==> config.mk <==
export PLATFORM = sky130hd
export DESIGN_NAME = csi2_packet_parser
export DESIGN_NICKNAME = d
export VERILOG_FILES = /design/src/rtl/csi2_packet_parser.sv
export SDC_FILE = /design/constraint.sdc
export NUM_CORES = 1
export LEC_CHECK = 0
export BUFFER_PORTS_ARGS = -buffer_cell sky130_fd_sc_hd__buf_2
export CAP_MARGIN = 20
export CORE_MARGIN = 2
export CORE_UTILIZATION = 25
export CTS_CLUSTER_DIAMETER = 50
export DETAILED_ROUTE_END_ITERATION = 10
export GPL_TIMING_DRIVEN = 0
export PLACE_DENSITY_LB_ADDON = 0.08
export RECOVER_POWER = 100
export SLEW_MARGIN = 5
export SYNTH_ARGS = -nofsm -noshare
export SYNTH_HDL_FRONTEND = slang
export SYNTH_SLANG_ARGS = --single-unit
==> constraint.sdc <==
create_clock -name clock -period 2.1 [get_ports clock]
set_input_delay 0.315 -clock clock [delete_from_list [all_inputs] [get_ports clock]]
set_output_delay 0.315 -clock clock [all_outputs]
set_load 0.05 [all_outputs]
==> src/rtl/csi2_packet_parser.sv <==
// CSI-2 byte-stream parser: header fields, payload bytes and CRC-16 check. Optional header ECC check with CSI2_ECC_CHECK_EN.
// Latency: one cycle from each qualified input byte to its registered response.
// Backpressure: none; one byte per rx_enable, no buffering.
`timescale 1ns/1ps
module csi2_packet_parser #(
    parameter logic [15:0] MAX_WORD_COUNT = 16'hFFFF
) (
    input  logic        clock,
    input  logic        reset_n,
    input  logic [7:0]  rx_data,
    input  logic        rx_enable,
    output logic        phy_reset,
    output logic        packet_start,
    output logic        header_valid,
    output logic [7:0]  data_id,
    output logic [15:0] word_count,
    output logic [7:0]  payload,
    output logic        payload_valid,
    output logic        packet_end,
    output logic        crc_error,
    output logic        ecc_error,
    output logic        length_error
);

    typedef enum logic [2:0] {
        IDLE, HDR1, HDR2, HDR3, PAYLOAD, CRC_LO, CRC_HI
    } state_t;

    state_t      state, state_nxt;
    logic [7:0]  hdr_dt, hdr_dt_nxt;
    logic [15:0] hdr_wc, hdr_wc_nxt;
    logic [15:0] cnt, cnt_nxt;
    logic [15:0] crc, crc_nxt;
    logic [7:0]  crc_lo, crc_lo_nxt;

    logic        phy_reset_nxt, packet_start_nxt, header_valid_nxt, payload_valid_nxt;
    logic        packet_end_nxt, crc_error_nxt, ecc_error_nxt, length_error_nxt;
    logic [7:0]  data_id_nxt, payload_nxt;
    logic [15:0] word_count_nxt;

    logic is_long, len_bad, ecc_bad, abort;

    function automatic logic [15:0] crc_byte(input logic [15:0] c, input logic [7:0] b);
        logic [15:0] r;
        r = c;
        for (int i = 0; i < 8; i++) begin
            r = (r[0] ^ b[i]) ? ((r >> 1) ^ 16'h8408) : (r >> 1);
        end
        return r;
    endfunction

    assign is_long = (hdr_dt[5:0] >= 6'h10);
    assign len_bad = is_long && (hdr_wc > MAX_WORD_COUNT);

`ifdef CSI2_ECC_CHECK_EN
    // Parity masks over {byte2, byte1, byte0}; bit 0 is byte 0 bit 0.
    localparam logic [23:0] ECC_MASK [6] = '{
        24'hF12CB7, 24'hF2555B, 24'h749A6D, 24'hB8E38E, 24'hDF03F0, 24'hEFFC00
    };
    logic [23:0] hdr_bits;
    logic [5:0]  syndrome;
    assign hdr_bits = {hdr_wc, hdr_dt};
    always_comb begin
        syndrome = '0;
        for (int k = 0; k < 6; k++) begin
            syndrome[k] = ^(hdr_bits & ECC_MASK[k]) ^ rx_data[k];
        end
    end
    assign ecc_bad = (syndrome != 6'd0) || (rx_data[7:6] != 2'd0);
`else
    assign ecc_bad = 1'b0;
`endif

    assign abort = ecc_bad || len_bad;

    always_ff @(posedge clock or negedge reset_n) begin
        if (!reset_n) state <= IDLE;
        else          state <= state_nxt;
    end

    always_comb begin
        state_nxt = state;
        if (rx_enable) begin
            case (state)
                IDLE:    state_nxt = HDR1;
                HDR1:    state_nxt = HDR2;
                HDR2:    state_nxt = HDR3;
                HDR3: begin
                    if (abort || !is_long)  state_nxt = IDLE;
                    else if (hdr_wc == 16'd0) state_nxt = CRC_LO;
                    else                      state_nxt = PAYLOAD;
                end
                PAYLOAD: if (cnt == 16'd1) state_nxt = CRC_LO;
                CRC_LO:  state_nxt = CRC_HI;
                CRC_HI:  state_nxt = IDLE;
                default: state_nxt = IDLE;
            endcase
        end
    end

    always_comb begin
        phy_reset_nxt     = 1'b0;
        packet_start_nxt  = 1'b0;
        header_valid_nxt  = 1'b0;
        payload_valid_nxt = 1'b0;
        packet_end_nxt    = 1'b0;
        crc_error_nxt     = crc_error;
        ecc_error_nxt     = ecc_error;
        length_error_nxt  = length_error;
        data_id_nxt       = data_id;
        word_count_nxt    = word_count;
        payload_nxt       = payload;
        hdr_dt_nxt        = hdr_dt;
        hdr_wc_nxt        = hdr_wc;
        cnt_nxt           = cnt;
        crc_nxt           = crc;
        crc_lo_nxt        = crc_lo;
        if (rx_enable) begin
            case (state)
                IDLE: begin
                    hdr_dt_nxt       = rx_data;
                    packet_start_nxt = 1'b1;
                    crc_error_nxt    = 1'b0;
                    ecc_error_nxt    = 1'b0;
                    length_error_nxt = 1'b0;
                end
                HDR1: hdr_wc_nxt[7:0]  = rx_data;
                HDR2: hdr_wc_nxt[15:8] = rx_data;
                HDR3: begin
                    header_valid_nxt = 1'b1;
                    data_id_nxt      = hdr_dt;
                    word_count_nxt   = hdr_wc;
                    ecc_error_nxt    = ecc_bad;
                    length_error_nxt = len_bad;
                    if (abort || !is_long) begin
                        packet_end_nxt = 1'b1;
                        phy_reset_nxt  = 1'b1;
                    end else begin
                        crc_nxt = 16'hFFFF;
                        cnt_nxt = hdr_wc;
                    end
                end
                PAYLOAD: begin
                    payload_nxt       = rx_data;
                    payload_valid_nxt = 1'b1;
                    crc_nxt           = crc_byte(crc, rx_data);
                    cnt_nxt           = cnt - 16'd1;
                end
                CRC_LO: crc_lo_nxt = rx_data;
                CRC_HI: begin
                    crc_error_nxt  = ({rx_data, crc_lo} != crc);
                    packet_end_nxt = 1'b1;
                    phy_reset_nxt  = 1'b1;
                end
                default: ;
            endcase
        end
    end

    always_ff @(posedge clock or negedge reset_n) begin
        if (!reset_n) begin
            phy_reset     <= 1'b0;
            packet_start  <= 1'b0;
            header_valid  <= 1'b0;
            payload_valid <= 1'b0;
            packet_end    <= 1'b0;
            crc_error     <= 1'b0;
            ecc_error     <= 1'b0;
            length_error  <= 1'b0;
            data_id       <= '0;
            word_count    <= '0;
            payload       <= '0;
            hdr_dt        <= '0;
            hdr_wc        <= '0;
            cnt           <= '0;
            crc           <= '0;
            crc_lo        <= '0;
        end else begin
            phy_reset     <= phy_reset_nxt;
            packet_start  <= packet_start_nxt;
            header_valid  <= header_valid_nxt;
            payload_valid <= payload_valid_nxt;
            packet_end    <= packet_end_nxt;
            crc_error     <= crc_error_nxt;
            ecc_error     <= ecc_error_nxt;
            length_error  <= length_error_nxt;
            data_id       <= data_id_nxt;
            word_count    <= word_count_nxt;
            payload       <= payload_nxt;
            hdr_dt        <= hdr_dt_nxt;
            hdr_wc        <= hdr_wc_nxt;
            cnt           <= cnt_nxt;
            crc           <= crc_nxt;
            crc_lo        <= crc_lo_nxt;
        end
    end

endmodule

======== Yosys cells after proc, flatten, opt, wreduce, memory -nomap -nowiden ========
Cells that the tools add are included.
Widths: inputs -> output; s select.
storage, ports and cells
  flip-flop bits (word level) ............. 105
  input bits .............................. 11
  output and inout port bits .............. 40
  logic and storage cells ................. 90
cells by class
  $add $sub $neg .......................... 1
  $lt $le $gt $ge ......................... 2
  equal/unequal tests ..................... 10
  mux-type cells .......................... 27
  bitwise gates (word level) .............. 16
  reduce and logical (&&, ||, !) cells .... 18
operators with widths
  kind                   number
  $mux 16                10
  $pmux 16 s2            2
  $not 2->3              8
  $pmux 3 s6             1
  $reduce_and 2->1       9
  $eq 16x1->1 const B    1
  $gt 16x16->1 const B   1
  $logic_not 16->1       1
  $ne 16x16->1           1
  $sub 16x1->16 const B  1
  $eq 3x3->1 const B     3
  $mux 1                 9
  $xor 1x1->1            8
  $eq 3x2->1 const B     2
  $ge 6x5->1 const B     1
  $mux 3                 2
  $pmux 1 s2             3
  $reduce_bool 2->1      3
  $ne 2x2->1 const B     2
  $eq 3x1->1 const B     1
  $logic_not 3->1        1
  $reduce_and 3->1       1
  $logic_and 1x1->1      1
  $logic_not 1->1        1
  $logic_or 1x1->1       1

======== Depth between registers and ports, before layout ========
  depth after elaboration ................. 17
  mapped depth ............................ 7

======== Worst setup path after synthesis ========
Ideal clock, no wire load.
  kind .................................... reg2reg
  start ................................... register cnt[4]
  end ..................................... register cnt[15]
  arrival ................................. 1.779 ns
  path slack .............................. 0.189 ns
  cell stages (with the launch flop) ...... 5
  path buffers ............................ 0
  path through ............................ dfrtp_1 or4_4 or4_4 o311ai_2 nand3_1
between the ends
  word-level cells in the longest chain between the ends .. 2
RTL lines
  item                    RTL line  source
  start, declared         32        logic [15:0] cnt, cnt_nxt;
  start signal, assigned  192       cnt <= cnt_nxt;
  $sub 16x1->16           147       cnt_nxt = cnt - 16'd1;
  $pmux 16 s2             119       case (state)
No other way between the ends.
A chain may end at the register's enable or synchronous reset.

======== Worst setup path in the final report ========
  start ................................... register state[0]
  end ..................................... register cnt[14]
between the ends
  word-level cells in the longest chain between the ends .. 3
RTL lines
  item                                                              RTL line  source
  start, declared                                                   29        state_t state, state_nxt;
  start signal, assigned                                            78        else state <= state_nxt;
  $eq 3x2->1 / $eq 3x3->1 (equally long branches)                   119
  $ne 2x2->1 (no line) / $reduce_bool 2->1 (equally long branches)  --
  $reduce_and 3->1 (no line)                                        --
Several ways; a longest one is shown, not always the timed one.

==> flow_summary_export.csv <==
group,metric,value,unit
run_status,status,"complete, no violations",
global_routing,wire_length_of_the_first_global_routing_pass,22500,um
pwr,share_comb_of_total_power,41.9,%
setup_path,setup.worst_path.end_class,"flop",
setup_path,worst_setup_path_start_kind,"flop",
global_routing,grt_max_degree,80,
yosys,synth_seq_cells,104,
yosys,synthesis.area,4860,sq um
cells_and_area,area.sequential,2610,sq um
run,maxCapViolations,0,
yosys,cells_after_synth,479,
pwr,report.power.total,9.49,mW
pwr,power_leakage,2.40,nW
cells_and_area,final_layout_size_suffix_gt1_share,16.3,%
hold_path,worst_hold_path_type,"primary input to flop",
detailed_routing,postRouteAntennaNets,0,
pwr,pwr-share-seq,39.5,%
global_routing,grtUsageTotal,14.6,%
cells_and_area,final_cell_count_no_fill,805,
global_routing,number_of_antenna_violations_at_the_first_check_in_global_routing,0,
setup_path,timing.critical_path.fanout_max,10,
clocking,clkTransAtPathRegs,70,ps
pwr,power_switching_share,44.3,%
detailed_routing,drtIter0Drc,235,
setup_path,slowest_delay,410,ps
die,initial_core_util,25.2,%
yosys,number_of_synthesized_flops_with_an_enable_pin,0,
detailed_routing,detailedRoute.firstPassIterationCount,5,
global_routing,grt_pass1_vias,3852,
placed_design,placement.io_buffers,40,
cells_and_area,n_antenna_cell,0,
cells_and_area,fill_cell_total_of_the_finished_layout,2082,
pwr,power.net_switching,4.21,mW
cells_and_area,syn_to_final_growth,18.8,%
setup_path,arrival,2290,ps
clocking,cts_htree_levels,3,
cells_and_area,multi_input_comb_area,2140,sq um
detailed_routing,drt-vias-per-instance,4.58,
detailed_routing,route.vias.total,3684,
die,rows,51,
die,die-area,20600,sq um
yosys,synth_largest_area_cell,"sky130_fd_sc_hd__dfrtp_1",
die,floorplan.die.height,143,um
setup_path,path_class,"flop to flop",
yosys,synthFlopType,"sky130_fd_sc_hd__dfrtp_1",
pwr,worst_ir_drop_vdd,637,uV
clocking,worstSkewPairLatency,350,ps
global_routing,gr-total-overflow,0,
timing,slew_limit_headroom,14.9,%
detailed_routing,m1WireLength,6710,um
detailed_routing,wl_per_cell,17.5,um
yosys,ys_types,53,
timing,final.setup_skew,6.88,ps
detailed_routing,wl_met3,428,um
setup_path,crit_path_top_delay_cell,"sky130_fd_sc_hd__dfrtp_1",
yosys,async_reset_ff_share,100,%
die,core-area,19300,sq um
yosys,ys.warnings.count,0,
setup_path,worstPathRequired,2330,ps
timing,slew_violations,0,
timing,hold_viol,0,
cells_and_area,nNetsFinal,549,
pwr,internal_power_consumption,5.29,mW
clocking,clock_sinks,104,
clocking,cts_buffer_depth,2,
die,horizontal_extent_of_the_die,143,um
placed_design,place_hpwl,9790,um
timing,post-route-min-period,2060,ps
placed_design,dp_cell_count,786,
timing,worst_slew_pin_slew,1280,ps
detailed_routing,drc_errors,0,
timing,max_clock_freq,485,MHz
placed_design,place.gp.congestion,0.825,
pwr,clockPowerShare,18.6,%
yosys,biggest_area_contributors_in_the_synthesized_netlist,"sky130_fd_sc_hd__dfrtp_1, sky130_fd_sc_hd__nand2_1, sky130_fd_sc_hd__mux2_2",
die,i_o_pin_total,51,
timing,post-route-period-util,98.1,%
detailed_routing,routed_length_on_met2,6710,um
timing,setup_viol,0,
setup_path,crit_chain,"nand4b_2, clkinv_1, a21oi_2, buf_2, a21oi_1, o2bb2a_1",
clocking,tritoncts.num_buffers,9,
yosys,yosysTopAreaCellShare,53.5,%
clocking,root_buffer,"sky130_fd_sc_hd__clkbuf_16",
pwr,power-per-cell-area,1640,nW/um^2
detailed_routing,topRoutingLayerUsed,"met4",
timing,unrepaired_setup_endpoints_after_global_routing,"true",
detailed_routing,wl,14100,um
clocking,clock_tree_from_tritoncts,"built",
yosys,synth_sequential_area_ratio,53.5,%
yosys,synthesis.area_per_instance,10.2,sq um
-- area by class of cell --
cell class                 instances  share of cell area, %
clock inverter                     4                  0.888
multi-input combinational        337                   37.1
sequential                       104                   45.1
tap                              265                   5.74
inverter                           6                  0.390
timing repair buffer              45                   3.75
clock buffer                      11                   4.37
buffer                            33                   2.69
-- worst paths after layout --
path	start	end	slack [ps]	cells after the start
max	state[0]	cnt[14]	40	6
min	rx_data[1]	payload[1]	410	3
max reg2reg	state[0]	cnt[14]	40	6
min reg2reg	hdr_dt[7]	data_id[7]	470	2
max in group asynchronous	reset_n	word_count[15]	190	3
min in group asynchronous	reset_n	cnt[2]	900	2
-- worst max-delay path: cells and delay by family (launching register included) --
kind / cells / cell delay [ps]
simple gates: 1 / 260
compound gates: 3 / 670
buf+inv: 2 / 600
flops: 1 / 410
-- cell usage after synthesis (2+ instances only) --
cell type,number
sky130_fd_sc_hd__buf_4,3
sky130_fd_sc_hd__nor4b_1,2
sky130_fd_sc_hd__a21oi_1,32
sky130_fd_sc_hd__nor2_1,27
sky130_fd_sc_hd__buf_2,4
sky130_fd_sc_hd__nor2b_1,2
sky130_fd_sc_hd__a211oi_1,2
sky130_fd_sc_hd__o21ai_0,11
sky130_fd_sc_hd__ha_1,2
sky130_fd_sc_hd__inv_1,5
sky130_fd_sc_hd__a21o_1,2
sky130_fd_sc_hd__nand4_1,8
sky130_fd_sc_hd__nor4_1,7
sky130_fd_sc_hd__or4_4,3
sky130_fd_sc_hd__nand2_1,106
sky130_fd_sc_hd__nand3_1,7
sky130_fd_sc_hd__mux2i_1,4
sky130_fd_sc_hd__xor2_1,9
sky130_fd_sc_hd__or3_1,2
sky130_fd_sc_hd__or4_1,2
sky130_fd_sc_hd__xnor2_1,31
sky130_fd_sc_hd__o22a_1,6
sky130_fd_sc_hd__nand2b_1,2
sky130_fd_sc_hd__o2bb2a_1,3
sky130_fd_sc_hd__o22ai_1,5
sky130_fd_sc_hd__clkbuf_1,23
sky130_fd_sc_hd__buf_1,2
sky130_fd_sc_hd__a31oi_1,3
sky130_fd_sc_hd__nor3b_1,2
sky130_fd_sc_hd__mux2_2,32
sky130_fd_sc_hd__a22oi_1,2
sky130_fd_sc_hd__nor3_1,4
sky130_fd_sc_hd__dfrtp_1,104
-- metrics by stage --
step | utilization, % | setup slack [ps] | setup TNS (ps) | hold WS, ps | instance area, sq um
5_1_grt | 30.0 | -124 | -6690 | 461 | 5780
6_report | 30.0 | 39.5 | 0 | 411 | 5780
3_3_place_gp | 28.0 | -694 | -82150 | 456 | 5400
4_1_cts | 30.0 | 1.85 | 0 | 389 | 5770
2_1_floorplan | - | 189 | 0 | 19.4 | 4870
3_5_place_dp | 28.2 | -423 | -10840 | 202 | 5430
-- cells in the final DEF (no fill, tap or decap), types with 3 or more instances in the layout --
| cell type | netlist | routed |
|---|---|---|
| sky130_fd_sc_hd__mux2i_1 | 4 | 4 |
| sky130_fd_sc_hd__inv_1 | 5 | 5 |
| sky130_fd_sc_hd__xor2_1 | 9 | 9 |
| sky130_fd_sc_hd__mux2_2 | 32 | 32 |
| sky130_fd_sc_hd__o21ai_0 | 11 | 11 |
| sky130_fd_sc_hd__nor2_1 | 27 | 26 |
| sky130_fd_sc_hd__nor3_1 | 4 | 4 |
| sky130_fd_sc_hd__a21oi_1 | 32 | 31 |
| sky130_fd_sc_hd__nand3_1 | 7 | 7 |
| sky130_fd_sc_hd__clkbuf_2 | 1 | 9 |
| sky130_fd_sc_hd__xnor2_1 | 31 | 31 |
| sky130_fd_sc_hd__dfrtp_1 | 104 | 101 |
| sky130_fd_sc_hd__o2bb2a_1 | 3 | 3 |
| sky130_fd_sc_hd__or4_4 | 3 | 4 |
| sky130_fd_sc_hd__nand4_1 | 8 | 8 |
| sky130_fd_sc_hd__a31oi_1 | 3 | 3 |
| sky130_fd_sc_hd__nor4_1 | 7 | 6 |
| sky130_fd_sc_hd__clkbuf_16 | 0 | 9 |
| sky130_fd_sc_hd__clkbuf_1 | 23 | 54 |
| sky130_fd_sc_hd__o22a_1 | 6 | 6 |
| sky130_fd_sc_hd__o22ai_1 | 5 | 5 |
| sky130_fd_sc_hd__buf_4 | 3 | 6 |
| sky130_fd_sc_hd__nand2_1 | 106 | 106 |
| sky130_fd_sc_hd__dfrtp_2 | 0 | 3 |
| sky130_fd_sc_hd__buf_2 | 4 | 5 |
-- logic make-up after synthesis --
kind of cell	after synthesis	synth area share [%]
AO/OA/AOI/OAI	75	9.75
XOR/XNOR	40	7.21
adder cells (fa/ha/maj)	2	0.515
buffers and inverters	39	3.37
flip-flops	104	53.5
multiplexers	36	8.23
other	1	0.0771
AND/OR/NAND/NOR	182	17.3
-- registers in the layout, summed over array words and instances (netlist names), 3 cells and up --
signal and cells:
crc_lo 8, word_count 16, state 3, cnt 16
hdr_dt 8, crc 16, payload 8, hdr_wc 16
data_id 8
-- metal layers --
layer / up-vias / GRT usage, %
li1: 1754 / -
met1: 1856 / 19.6
met2: 59 / 23.8
met3: 15 / 2.97
met4: 0 / 4.18
met5: - / 0
-- power groups by stage --
stage | combinational [mW] | clock [mW] | sequential [mW]
finish | 3.97 | 1.77 | 3.75
global route | 4.36 | 1.92 | 3.89
CTS | 4.02 | 1.84 | 3.76
detailed placement | 3.98 | 0 | 3.78
global placement | 3.96 | 0 | 3.77
floorplan | 2.08 | 0 | 4.54
-- timing repair --
item | CTS | global route
cloned | 0 | 0
pin swaps | 0 | 1
endpoints found under the setup margin | 43 | 31
gates resized for setup | 11 | 16
hold buffers | 1 | 0
endpoints found under the hold margin | 25 | 0
setup buffers | 0 | 3
Power figures use the tool's default switching activity.
